### src/rtl/cpu_datapath.sv
// Register and datapath stage of the 8-bit CPU: FSM state, PC, IR, A, B, R, zero flag and memory port.
// Optional retired-instruction counter enabled by defining CPU_INSTR_COUNT_EN.
module cpu_datapath #(
   parameter logic [7:0]  RESET_PC    = 8'h00,
   parameter int unsigned INSTR_CNT_W = 16
) (
   input  logic       clk,
   input  logic       reset,
   input  logic [2:0] next_state,
   input  logic       pc_we,
   input  logic       pc_sel,
   input  logic       pc_jmp_sel,
   input  logic [3:0] pc_offset,
   input  logic       addr_sel,
   input  logic [3:0] addr_offset,
   input  logic       mem_sel,
   input  logic       mem_we,
   input  logic [2:0] alu_opcode,
   input  logic       alu_sel_a,
   input  logic       alu_sel_b,
   input  logic       alu_we,
   input  logic       zf_we,
   input  logic       ir_we,
   input  logic       a_sel,
   input  logic       a_we,
   input  logic       b_sel,
   input  logic       b_we,
   input  logic       halt,
   input  logic [7:0] mem_rdata,
   output logic [2:0] state,
   output logic [7:0] instr,
   output logic       zf,
   output logic [7:0] mem_addr,
   output logic [7:0] mem_wdata,
   output logic       mem_we_o,
   output logic       halted,
   output logic [7:0] pc
`ifdef CPU_INSTR_COUNT_EN
   ,
   output logic [INSTR_CNT_W-1:0] instr_count
`endif
);

   localparam int unsigned DW = 8;
   localparam int unsigned OW = 4;

   typedef enum logic [2:0] {
      ST_FETCH  = 3'b000,
      ST_DECODE = 3'b001,
      ST_HALT   = 3'b101,
      ST_RSVD   = 3'b111
   } state_e;

   typedef enum logic [2:0] {
      OP_ADD = 3'b000,
      OP_AND = 3'b001,
      OP_NOT = 3'b010,
      OP_OR  = 3'b011,
      OP_XOR = 3'b100
   } alu_op_e;

   state_e        state_q, state_d;
   logic [DW-1:0] pc_q, pc_d;
   logic [DW-1:0] ir_q, ir_d;
   logic [DW-1:0] a_q, a_d;
   logic [DW-1:0] b_q, b_d;
   logic [DW-1:0] r_q, r_d;
   logic          zf_q, zf_d;
   logic          halted_q, halted_d;

   logic [DW-1:0] alu_x, alu_y, alu_res;
   logic [DW-1:0] jmp_base, jmp_target;

   // ALU operand select and combinational result
   always_comb begin
      alu_x = alu_sel_a ? b_q : a_q;
      alu_y = alu_sel_b ? b_q : a_q;
      case (alu_op_e'(alu_opcode))
         OP_ADD:  alu_res = DW'(alu_x + alu_y);
         OP_AND:  alu_res = alu_x & alu_y;
         OP_NOT:  alu_res = ~alu_x;
         OP_OR:   alu_res = alu_x | alu_y;
         OP_XOR:  alu_res = alu_x ^ alu_y;
         default: alu_res = alu_x;
      endcase
   end

   assign jmp_base   = pc_jmp_sel ? b_q : a_q;
   assign jmp_target = DW'(jmp_base + {{(DW-OW){1'b0}}, pc_offset});

   // Next-state logic; a halt request wins over every write in its cycle
   always_comb begin
      state_d  = state_q;
      pc_d     = pc_q;
      ir_d     = ir_q;
      a_d      = a_q;
      b_d      = b_q;
      r_d      = r_q;
      zf_d     = zf_q;
      halted_d = halted_q;
      if (!halted_q) begin
         if (halt) begin
            halted_d = 1'b1;
            state_d  = ST_HALT;
         end else begin
            state_d = (next_state == ST_RSVD) ? ST_FETCH : state_e'(next_state);
            if (alu_we) r_d = alu_res;
            if (zf_we)  zf_d = (alu_res == '0);
            if (pc_we)  pc_d = pc_sel ? jmp_target : DW'(pc_q + DW'(1));
            if (ir_we)  ir_d = mem_rdata;
            if (a_we)   a_d = a_sel ? mem_rdata : r_q;
            if (b_we)   b_d = b_sel ? mem_rdata : r_q;
         end
      end
   end

   always_ff @(posedge clk or posedge reset) begin
      if (reset) begin
         state_q  <= ST_FETCH;
         pc_q     <= RESET_PC;
         ir_q     <= '0;
         a_q      <= '0;
         b_q      <= '0;
         r_q      <= '0;
         zf_q     <= 1'b0;
         halted_q <= 1'b0;
      end else begin
         state_q  <= state_d;
         pc_q     <= pc_d;
         ir_q     <= ir_d;
         a_q      <= a_d;
         b_q      <= b_d;
         r_q      <= r_d;
         zf_q     <= zf_d;
         halted_q <= halted_d;
      end
   end

   assign state  = state_q;
   assign instr  = ir_q;
   assign zf     = zf_q;
   assign halted = halted_q;
   assign pc     = pc_q;

   // Memory port is combinational so the async read sees this cycle's address
   assign mem_addr  = addr_sel ? DW'(b_q + {{(DW-OW){1'b0}}, addr_offset}) : pc_q;
   assign mem_wdata = mem_sel ? b_q : a_q;
   assign mem_we_o  = mem_we & ~halted_q;

`ifdef CPU_INSTR_COUNT_EN
   logic [INSTR_CNT_W-1:0] cnt_q, cnt_d;

   // Saturating count of edges spent in DECODE while running
   always_comb begin
      cnt_d = cnt_q;
      if ((state_q == ST_DECODE) && !halted_q && (cnt_q != '1))
         cnt_d = cnt_q + INSTR_CNT_W'(1);
   end

   always_ff @(posedge clk or posedge reset) begin
      if (reset) cnt_q <= '0;
      else       cnt_q <= cnt_d;
   end

   assign instr_count = cnt_q;
`else
   logic unused_cnt_w;
   assign unused_cnt_w = (INSTR_CNT_W != 0);
`endif

endmodule

### config.mk
export PLATFORM = sky130hd
export DESIGN_NAME = cpu_datapath
export DESIGN_NICKNAME = d
export VERILOG_FILES = /design/src/rtl/cpu_datapath.sv
export SDC_FILE = /design/constraint.sdc
export NUM_CORES = 1
export LEC_CHECK = 0
export CORE_MARGIN = 2
export CORE_UTILIZATION = 30
export CTS_CLUSTER_SIZE = 24
export DETAILED_ROUTE_END_ITERATION = 8
export PLACE_DENSITY = 0.59
export SETUP_SLACK_MARGIN = 0.4
export SLEW_MARGIN = 15
export SYNTH_ARGS = -nofsm -noshare
export SYNTH_HDL_FRONTEND = slang
export SYNTH_SLANG_ARGS = --single-unit
### constraint.sdc
create_clock -name clk -period 2.5 [get_ports clk]
set_input_delay 0.5 -clock clk [delete_from_list [all_inputs] [get_ports clk]]
set_output_delay 0.5 -clock clk [all_outputs]
set_load 0.05 [all_outputs]
==> results.toml <==
[global_routing]
grt_start_max_net_pins = 39
track_usage_pct = 19.3
grt_pass1_wl_mm = 21.5
grt_overflow = 0
antenna_found_initial = 0
grt_pass1_vias = 4021

[synth]
syn_area_sq_um = 3890
ys_ff_latch = 45
synth-async-reset-ratio_pct = 100
synth_flop_cell = "dfrtp_1"
synthTopCellsByArea = "dfrtp_1, mux2i_1, ha_1, mux2_2, a21oi_1"
yosys_warnings = 0
yosysTopAreaCell = "dfrtp_1"
synth_top_cell_area_share_pct = 28.9
syn-instance-count = 448
synth_edf_count = 0
syn_area_per_cell_sq_um = 8.69
synth_nets = 516
synth_cell_types = 55
ys_seq_area_share_pct = 28.9
ys_top_cells_by_count = "a21oi_1, dfrtp_1, nor2_1, mux2i_1, inv_1"

[layout]
fillers = 1179
area_growth_pct = 57.5
final-seq-area_sq_um = 1130
layout-drive-gt1-share_pct = 36.0
antenna_cells_inserted = 0
finalInstanceArea_sq_um = 6130
multi_input_area_sq_um = 2950
nNetsFinal = 656

[clocking]
cts_max_level = 2
clock_sinks = 45
cts_root_buf = "clkbuf_16"
clk-insertion-delay-late_ns = 0.29
numCtsBuffers = 5
cts_tree = "done"
cts_max_path_buffers = 2
cts_hold_buf = 0
clk_pin_slew_ns = 0.06

[worst_setup_path]
reg2reg_slack_ns = -0.01
r2r-start = "b_q[0]"
crit_type = "primary input to output pin"
endpoint = "mem_addr[7]"
cpMaxStageDelayCell = "clkdlybuf4s50_1"
crit_path_cell_trace = "clkdlybuf4s50_1 > ha_1 > nor2b_1 > o2111ai_1 > xor2_1 > a21oi_4 > buf_12"
r2r-end = "zf"
required_ns = 2.00
cp_num_buf_inv = 2
slowest_delay_ns = 0.43
critPathMaxFanout = 3
worst-path-stages = 7
critPathLaunchType = "primary input"
cp_top_family = "buffers and inverters"
critPathLaunch = "addr_offset[3]"
rr_worst_depth = 12
end_kind = "output pin"
critPathArrivalTime_ns = 2.16

[sta]
finalCritPeriodShare_pct = 106
fmax_mhz = 376
slew_headroom_pct = 64.6
tightest_slew_ns = 0.530
maxSlewViolCount = 0
clock-skew-final_ns = 0.00353
setup_violations = 8
min_period_ns = 2.66
grt_setup_unrepaired = "true"
tns_ns = -0.495
timing.final.hold_violations = 0
layout_setup_ws_ns = -0.157

[die]
die_w_um = 118
start_util_pct = 30.8
fp-row-count = 41
core-area_sq_um = 12600
io_pins = 78
die_y_um = 118
die_area_sq_um = 13900

[route]
first_iter_violations = 249
antenna_left = 0
drc = 0
wirelength_mm = 13.1
via_count = 3880
wl_per_cell_um = 17.2
first_pass_iters = 4
vias_per_cell = 5.10

[place]
dpl_worst_slack_ns = -0.721
place_area_sq_um = 5520
dp.final_hpwl_mm = 10.0
io_buffer_count = 77
globalplace.congestion = 0.828

[power]
leakage_nw = 2.73
peakVddDrop_v = 0.000279
p_per_area_nw_per_um2 = 559

[flow_run]
maxCapViolations = 0

[outcome]
status = "finished with violations"
violations = "negative setup slack"

[min_path]
hold_path_class = "flip-flop to flip-flop"
[registers in the layout, indices dropped and copies added, names as in the netlist]
| name | flops |
|---|---|
| instr | 8 |
| zf | 1 |
| r_q | 8 |
| pc | 8 |
| a_q | 8 |
| state | 3 |
| halted | 1 |
| b_q | 8 |
[cell families (layout without fill, tap and decap cells)]
kind of cell    after synthesis  in the layout  share of synthesized area, %
compound gates              114            114                          17.8
xor+xnor                     13             13                          2.93
fa+ha+maj                    28             28                          9.58
buf+inv                      60            201                          6.62
flops                        45             45                          28.9
mux                          68             68                          18.7
simple gates                120            120                          15.4
[per-layer routing]
layer  global-route usage, %  share of wire (%)
met4                    7.08                3.6
met2                    32.7                 49
met1                    24.2                 44
met5                       0                  0
met3                    3.73                3.8
[timing repair]
item                       in CTS  in global routing
resized for setup              84                 13
setup endpoints to repair      35                 44
cloned                          1                  0
buffers inserted               14                  1
hold endpoints to repair        0                  0
pin swaps                      32                 17
[metrics by stage]
step	util [%]	hold WS, ns	total power [mW]	std cells
after floorplan	-	0.502	1.85	448
after global placement	43.8	0.470	2.48	737
after detailed placement	43.8	0.488	2.51	737
after CTS	48.3	0.502	3.41	760
after global routing	48.6	0.535	3.62	761
final	48.6	0.493	3.43	761
[layout make-up]
| class | count | area share, % |
|---|---|---|
| clock buffer | 7 | 2.49 |
| multi-input combinational | 343 | 48.1 |
| sequential | 45 | 18.5 |
| tap | 172 | 3.51 |
| inverter | 32 | 2.02 |
| clock inverter | 1 | 0.0816 |
| timing repair buffer | 161 | 25.3 |
[report_power, final]
group	internal (mW)	switching [mW]
clock	0.424	0.289
combinational	0.870	0.921
sequential	0.807	0.117
total	2.10	1.33
[worst register-to-register path: stages, from the launching register on]
cell      delay [ns]
dfrtp_2         0.42
buf_4           0.17
mux2i_4         0.08
inv_1           0.11
ha_4            0.16
inv_2           0.05
fa_2            0.34
nand2b_4        0.16
a211oi_2        0.24
xor2_1          0.11
a22oi_2         0.21
nand4_1         0.15
o31ai_2         0.21
[cell usage in the layout (no fill, tap or decap), types with 5 or more instances in the layout]
cell type	n
a21oi_1	36
o21ai_1	8
mux2_2	21
inv_1	26
buf_6	9
nor2b_1	9
dfrtp_1	40
a21oi_2	5
a31oi_1	5
mux2i_1	30
mux2i_2	5
o21ai_0	14
ha_4	10
clkbuf_16	5
nand3_1	13
dlygate4sd2_1	8
dfrtp_2	5
clkdlybuf4s50_1	43
buf_4	82
xor2_1	6
buf_12	11
ha_1	13
nand2_1	22
mux2i_4	8
xnor2_1	5
nor2_1	41
[worst min path at each step]
stage                     slack, ns  endpoint  cells after the start     start
final                          0.49  state[2]                      2  state[2]
after global routing           0.54  instr[5]                      1  instr[5]
after CTS                      0.50  state[2]                      2  state[2]
after detailed placement       0.49  state[2]                      2  state[2]
after global placement         0.47  state[2]                      2  state[2]
after floorplan                0.50    r_q[7]                      1    r_q[7]
Power figures use the tool's default switching activity.
